--- src/rtl/mem_port_arbiter_if.sv ---
// rtl/mem_port_arbiter_if.sv - client and mem-side signal bundle for mem_port_arbiter
// slave  : arbiter view (takes client requests and mem q, drives grants, read-valid and mem controls)
// master : client/mem view (the opposite directions)
interface mem_port_arbiter_if #(
    parameter int NREQ = 3,
    parameter int AW   = 8,
    parameter int DW   = 8
);
    logic [NREQ-1:0]    req;
    logic [NREQ-1:0]    lock;
    logic [NREQ*AW-1:0] addr_in;
    logic [NREQ*DW-1:0] wdata_in;
    logic [NREQ-1:0]    wren_in;
    logic [NREQ-1:0]    gnt;
    logic [NREQ-1:0]    rvalid;
    logic [DW-1:0]      rdata;
    logic [2:0]         owner;
    logic               lock_break;
    logic [AW-1:0]      mem_addr;
    logic [DW-1:0]      mem_wdata;
    logic               mem_wren;
    logic [DW-1:0]      mem_q;

    modport slave (
        input  req, lock, addr_in, wdata_in, wren_in, mem_q,
        output gnt, rvalid, rdata, owner, lock_break, mem_addr, mem_wdata, mem_wren
    );

    modport master (
        output req, lock, addr_in, wdata_in, wren_in, mem_q,
        input  gnt, rvalid, rdata, owner, lock_break, mem_addr, mem_wdata, mem_wren
    );
endinterface

--- src/rtl/mem_port_arbiter.sv ---
// rtl/mem_port_arbiter.sv - round-robin arbiter with per-client lock for a shared single-port mem
// clk, rst : single clock, synchronous active-high reset
// bus      : mem_port_arbiter_if.slave (client req/lock/addr/wdata/wren in, gnt/rvalid/rdata/owner/lock_break out,
//            mem_addr/mem_wdata/mem_wren out, mem_q in)
// MEM_ARB_WATCHDOG_EN : when defined, a held lock is revoked after MAX_HOLD contended keep cycles
module mem_port_arbiter #(
    parameter int NREQ     = 3,
    parameter int AW       = 8,
    parameter int DW       = 8,
    parameter int MAX_HOLD = 256
) (
    input  logic                clk,
    input  logic                rst,
    mem_port_arbiter_if.slave   bus
);
    logic [NREQ-1:0] gnt_q, gnt_d;
    logic [NREQ-1:0] rvalid_q, rvalid_d;
    logic [2:0]      owner_q, owner_d;
    logic [2:0]      last_q, last_d;     // last granted client, lowest priority on rotate

    logic            acc;                // granted client is actually requesting this cycle
    logic            keep_raw;           // granted client asks to hold the port
    logic            keep;
    logic            force_rot;
    logic            wren_sel;
    logic [AW-1:0]   addr_sel;
    logic [DW-1:0]   wdata_sel;
    logic            found;
    logic [3:0]      cand;

    assign acc      = |(gnt_q & bus.req);
    assign keep_raw = |(gnt_q & bus.req & bus.lock);
    assign keep     = keep_raw & ~force_rot;

    // Client 0's values stay on the mem bus whenever there is no live access.
    always_comb begin
        addr_sel  = bus.addr_in[AW-1:0];
        wdata_sel = bus.wdata_in[DW-1:0];
        wren_sel  = 1'b0;
        for (int i = 0; i < NREQ; i++) begin
            if (gnt_q[i] && bus.req[i]) begin
                addr_sel  = bus.addr_in[i*AW +: AW];
                wdata_sel = bus.wdata_in[i*DW +: DW];
                wren_sel  = bus.wren_in[i];
            end
        end
    end

    assign bus.mem_addr  = addr_sel;
    assign bus.mem_wdata = wdata_sel;
    assign bus.mem_wren  = acc & wren_sel & ~rst;
    assign bus.rdata     = bus.mem_q;

    // The mem registers its read, so the valid strobe trails the access by one cycle.
    always_comb begin
        rvalid_d = (acc && !wren_sel) ? gnt_q : '0;
    end

    // Cyclic search starting just after the last owner.
    always_comb begin
        gnt_d   = gnt_q;
        owner_d = owner_q;
        last_d  = last_q;
        found   = 1'b0;
        cand    = '0;
        if (!keep) begin
            gnt_d   = '0;
            owner_d = '0;
            for (int k = 1; k <= NREQ; k++) begin
                cand = {1'b0, last_q} + 4'(k);
                if (cand >= 4'(NREQ)) begin
                    cand = cand - 4'(NREQ);
                end
                for (int i = 0; i < NREQ; i++) begin
                    if (!found && cand == 4'(i) && bus.req[i]) begin
                        found    = 1'b1;
                        gnt_d[i] = 1'b1;
                        owner_d  = 3'(i);
                        last_d   = 3'(i);
                    end
                end
            end
        end
    end

    always_ff @(posedge clk) begin
        if (rst) begin
            gnt_q    <= '0;
            rvalid_q <= '0;
            owner_q  <= '0;
            last_q   <= 3'(NREQ - 1);
        end else begin
            gnt_q    <= gnt_d;
            rvalid_q <= rvalid_d;
            owner_q  <= owner_d;
            last_q   <= last_d;
        end
    end

    assign bus.gnt    = gnt_q;
    assign bus.rvalid = rvalid_q;
    assign bus.owner  = owner_q;

`ifdef MEM_ARB_WATCHDOG_EN
    localparam int HW = $clog2(MAX_HOLD + 1);

    logic [HW-1:0] hold_q, hold_d;
    logic          lock_break_q, lock_break_d;
    logic          others;

    // Only contended holds count; an uncontested lock never trips the watchdog.
    always_comb begin
        others       = |(bus.req & ~gnt_q);
        force_rot    = keep_raw && others && (hold_q == HW'(MAX_HOLD));
        hold_d       = (keep_raw && others && !force_rot) ? hold_q + 1'b1 : '0;
        lock_break_d = force_rot;
    end

    always_ff @(posedge clk) begin
        if (rst) begin
            hold_q       <= '0;
            lock_break_q <= 1'b0;
        end else begin
            hold_q       <= hold_d;
            lock_break_q <= lock_break_d;
        end
    end

    assign bus.lock_break = lock_break_q;
`else
    assign force_rot = 1'b0;
    // MAX_HOLD has no role without the watchdog; the term below is constant 0.
    assign bus.lock_break = 1'b0 & (MAX_HOLD == 0);
`endif

endmodule

--- src/flat_wrapper.sv ---
// flat-port wrapper written by rule: the top's interface ports become plain ports
module mem_port_arbiter_flat 
#(
    parameter int NREQ     = 3,
    parameter int AW       = 8,
    parameter int DW       = 8,
    parameter int MAX_HOLD = 256
)
  (clk, rst, bus_req, bus_lock, bus_addr_in, bus_wdata_in, bus_wren_in, bus_mem_q, bus_gnt, bus_rvalid, bus_rdata, bus_owner, bus_lock_break, bus_mem_addr, bus_mem_wdata, bus_mem_wren);
  mem_port_arbiter_if #(.NREQ(NREQ), .AW(AW), .DW(DW)) bus_i ();
  input  logic clk;
  input  logic rst;
  input wire logic [$bits(bus_i.req)-1:0] bus_req;
  input wire logic [$bits(bus_i.lock)-1:0] bus_lock;
  input wire logic [$bits(bus_i.addr_in)-1:0] bus_addr_in;
  input wire logic [$bits(bus_i.wdata_in)-1:0] bus_wdata_in;
  input wire logic [$bits(bus_i.wren_in)-1:0] bus_wren_in;
  input wire logic [$bits(bus_i.mem_q)-1:0] bus_mem_q;
  output wire logic [$bits(bus_i.gnt)-1:0] bus_gnt;
  output wire logic [$bits(bus_i.rvalid)-1:0] bus_rvalid;
  output wire logic [$bits(bus_i.rdata)-1:0] bus_rdata;
  output wire logic [$bits(bus_i.owner)-1:0] bus_owner;
  output wire logic [$bits(bus_i.lock_break)-1:0] bus_lock_break;
  output wire logic [$bits(bus_i.mem_addr)-1:0] bus_mem_addr;
  output wire logic [$bits(bus_i.mem_wdata)-1:0] bus_mem_wdata;
  output wire logic [$bits(bus_i.mem_wren)-1:0] bus_mem_wren;
  assign bus_i.req = bus_req;
  assign bus_i.lock = bus_lock;
  assign bus_i.addr_in = bus_addr_in;
  assign bus_i.wdata_in = bus_wdata_in;
  assign bus_i.wren_in = bus_wren_in;
  assign bus_i.mem_q = bus_mem_q;
  assign bus_gnt = bus_i.gnt;
  assign bus_rvalid = bus_i.rvalid;
  assign bus_rdata = bus_i.rdata;
  assign bus_owner = bus_i.owner;
  assign bus_lock_break = bus_i.lock_break;
  assign bus_mem_addr = bus_i.mem_addr;
  assign bus_mem_wdata = bus_i.mem_wdata;
  assign bus_mem_wren = bus_i.mem_wren;
  mem_port_arbiter #(.NREQ(NREQ), .AW(AW), .DW(DW), .MAX_HOLD(MAX_HOLD)) u_core (.clk(clk), .rst(rst), .bus(bus_i));
endmodule
--- config.mk ---
export PLATFORM = sky130hd
export DESIGN_NAME = mem_port_arbiter_flat
export DESIGN_NICKNAME = d
export VERILOG_FILES = /design/src/rtl/mem_port_arbiter_if.sv /design/src/rtl/mem_port_arbiter.sv /design/src/flat_wrapper.sv
export SDC_FILE = /design/constraint.sdc
export NUM_CORES = 1
export LEC_CHECK = 0
export CORE_AREA = 2 2 61 63
export CTS_CLUSTER_SIZE = 8
export DETAILED_ROUTE_END_ITERATION = 8
export DIE_AREA = 0 0 63 65
export GPL_TIMING_DRIVEN = 0
export PLACE_DENSITY = 0.81
export SLEW_MARGIN = 20
export SYNTH_ARGS = -nofsm -noshare
export SYNTH_HDL_FRONTEND = slang
export SYNTH_SLANG_ARGS = --single-unit
--- constraint.sdc ---
create_clock -name clk -period 3.1 [get_ports clk]
set_clock_uncertainty 0.05 [all_clocks]
set_input_delay 0.62 -clock clk [delete_from_list [all_inputs] [get_ports clk]]
set_output_delay 0.62 -clock clk [all_outputs]
set_load 0.01 [all_outputs]
==> run summary <==
vias in the first global route = 1282
root buffer cell = clkbuf_4
Port Buffer Count = 88
cells after synthesis = 156
routed wire length = 3853 µm
Worst-path clk slew = 70 ps
Initial Utilization = 0.2853
sequential cell area = 200.2 µm²
Core Footprint = 3496 µm²
row count = 22
number of CTS-inserted buffers = 3
hold crit path type = flop to flop
wire per inst = 13.11 µm
Synth top cells by count = 41 x nand2_1, 20 x nor2_1, 16 x a31oi_1, 10 x buf_4, 10 x dfxtp_1
max-cap violations = 0
EDFF count, synth = 0
Post-Synth XOR/XNOR Area = 0
sequential share of the synthesized area = 0.2008
Worst Setup Path Type = input port to output port
total track usage = 0.1822
DP HPWL = 3146 µm
# hold bufs at CTS = 0
largest family of logic cells by synthesized area = simple AND/OR/NAND/NOR gates
post-synthesis compound-gate area fraction = 0.2635
Max-slew headroom = 0.6160
Routed Antenna Nets = 0
CP Launch Type = input port
Distinct cells, synth = 38
largest net degree at the start of global routing = 20
Syn Std Cell Area = 997.2 µm²
Synth Register Bits = 10
first-pass GRT wire length = 6037 µm
TritonCTS clock tree = built
ratio of cells with drive above 1 in the final layout = 0.07317
most frequent cell after synthesis = nand2_1
endpoint type of the worst setup path = output port
FF-to-FF Start = u_core.last_q[0]$_SDFFE_PP0P_
# H-tree levels = 1
leading post-synthesis cells by cell area = dfxtp_1 20%, nand2_1 15%, a31oi_1 10%, buf_4 7.5%, nor2_1 7.5%
initial antenna violation count = 0
Synthesis Warnings = 0
Least-Margin Pin Slew = 576.1 ps
PD cells = 387.9 nW/µm²
hold_sp = u_core.bus.owner[0]$_SDFFE_PP0P_
vias per inst = 4.806
Slew Viols, Final = 0
Post-Synth Adder-Cell Area = 0.03764
post-route DRC violation count = 0
largest area contributor in the netlist = dfxtp_1
Placed Cells = 293
Setup Buffers After CTS = 0
setup repair after global routing missed its margin = false
layout net count = 318
total grt overflow = 0
fin crit share = 0.9271
status = complete, no violations
mux share of post-synthesis cell area = 0.01004
Leak = 0.8228 nW
main flop type after synthesis = dfxtp_1
die width = 63 µm
Area growth, synth to finish = 96.86%
endpoints failing setup = 0
top cell type's share of synthesized area = 0.2008
Multi-input gate area = 663.1 µm²
crit path max fanout = 19
CP required = 2430 ps
clock buffer depth = 2
routability cong. = 0.8298
die area = 4095 µm²
CP arrival = 2200 ps
ys async rst share = 0
Peak VDD IR = 0.1970 mV
Final Instance Count excl. Fillers = 294
I/O pin count = 102
Simple-Gate Fraction of Synth Area = 0.3463
CP startpoint = bus_req[1]
drt first pass iters = 4
fmax = 0.3480 GHz
r2r setup slk = 1130 ps
final setup TNS = 0 ps
Synth Area per Inst = 6.392 µm²
clock sink count = 10
via count = 1413
Clk Latency, worst-skew pair = 270 ps
Die H = 65 µm
Final Hold Viols = 0
post-route minimum period = 2874 ps
FILL cells = 347
starting DRC count in detailed routing = 109
Final Power = 761.5 µW
# diodes = 0
[worst max-delay path, stage by stage]
cell and delay (ps):
buf_2 170, and2_1 190, clkbuf_4 280, nand2_1 80, a311oi_1 270, clkdlybuf4s50_1 590
[flip-flops by register name (all words and copies together) (netlist names)]
register,flops
u_core.last_q,2
u_core.bus.owner,2
u_core.bus.rvalid,3
u_core.bus.gnt,3
[per-layer routing]
metal  vias to the layer above  GRT usage  wire, µm
met3                         6    0.03646       249
met2                        61     0.3098      1968
met4                         0    0.05833        68
met5                         -          0         0
li1                        713          -         -
met1                       633     0.2300      1567
[final cells by class]
type / instances / area share
Tap cell: 48 / 0.03059
Multi-Input combinational cell: 123 / 0.3378
Sequential cell: 10 / 0.1020
Buffer: 18 / 0.06055
Inverter: 4 / 0.007648
Clock buffer: 3 / 0.01147
Timing Repair Buffer: 88 / 0.4500
[cells in the final DEF, fill, tap and decap left out, types with 2 or more instances in the layout]
master / n
a211o_1: 2
a21o_1: 2
a21oi_1: 5
a311oi_1: 2
a31oi_1: 16
and2_1: 5
and3_1: 2
buf_4: 10
clkbuf_1: 4
clkbuf_4: 4
clkdlybuf4s50_1: 87
conb_1: 2
dfxtp_1: 10
ha_1: 3
inv_1: 4
nand2_1: 41
nand3_1: 3
nor2_1: 20
o21ai_0: 2
[cell families (layout without fill, tap and decap cells)]
group / Yosys count / count (layout)
and+or+nand+nor: 79 / 79
buffers and inverters: 24 / 113
other: 1 / 2
AOI/OAI and AO/OA: 38 / 38
DFF: 10 / 10
adders and majority gates: 3 / 3
muxes: 1 / 1
[through the flow]
step                cell area (µm²)  setup slack (ps)  hold WS [ps]  utilization
detailed placement             1942            -70.89         425.7       0.5555
finish                         1963             226.1         431.8       0.5616
global route                   1963             75.29         475.3       0.5616
global placement               1942            -33.71         396.6       0.5555
floorplan                      1001             692.9         405.8            -
CTS                            1957             123.2         435.6       0.5598
[final timing paths]
check,endpoint,cells past startpoint
hold reg to reg,u_core.bus.owner[0]$_SDFFE_PP0P_,2
hold / removal,u_core.bus.owner[0]$_SDFFE_PP0P_,2
setup reg to reg,u_core.last_q[1]$_SDFFE_PP1P_,6
setup / recovery,bus_mem_wren,6
[power breakdown]
| part | leakage (nW) | switching, mW | internal, mW | total (mW) |
|---|---|---|---|---|
| Clock | 0.0138 | 0.0433 | 0.0448 | 0.0880 |
| Combinational | 0.727 | 0.218 | 0.280 | 0.499 |
| Sequential | 0.0817 | 0.0222 | 0.153 | 0.175 |
| Total | 0.823 | 0.284 | 0.478 | 0.761 |
[timing repair]
action | 4_1_cts | 5_1_grt
gates resized for setup | 0 | 4
pin swaps | 0 | 0
setup endpoints to repair | 11 | 4
endpoints found under the hold margin | 0 | 0
Power figures use the tool's default switching activity.
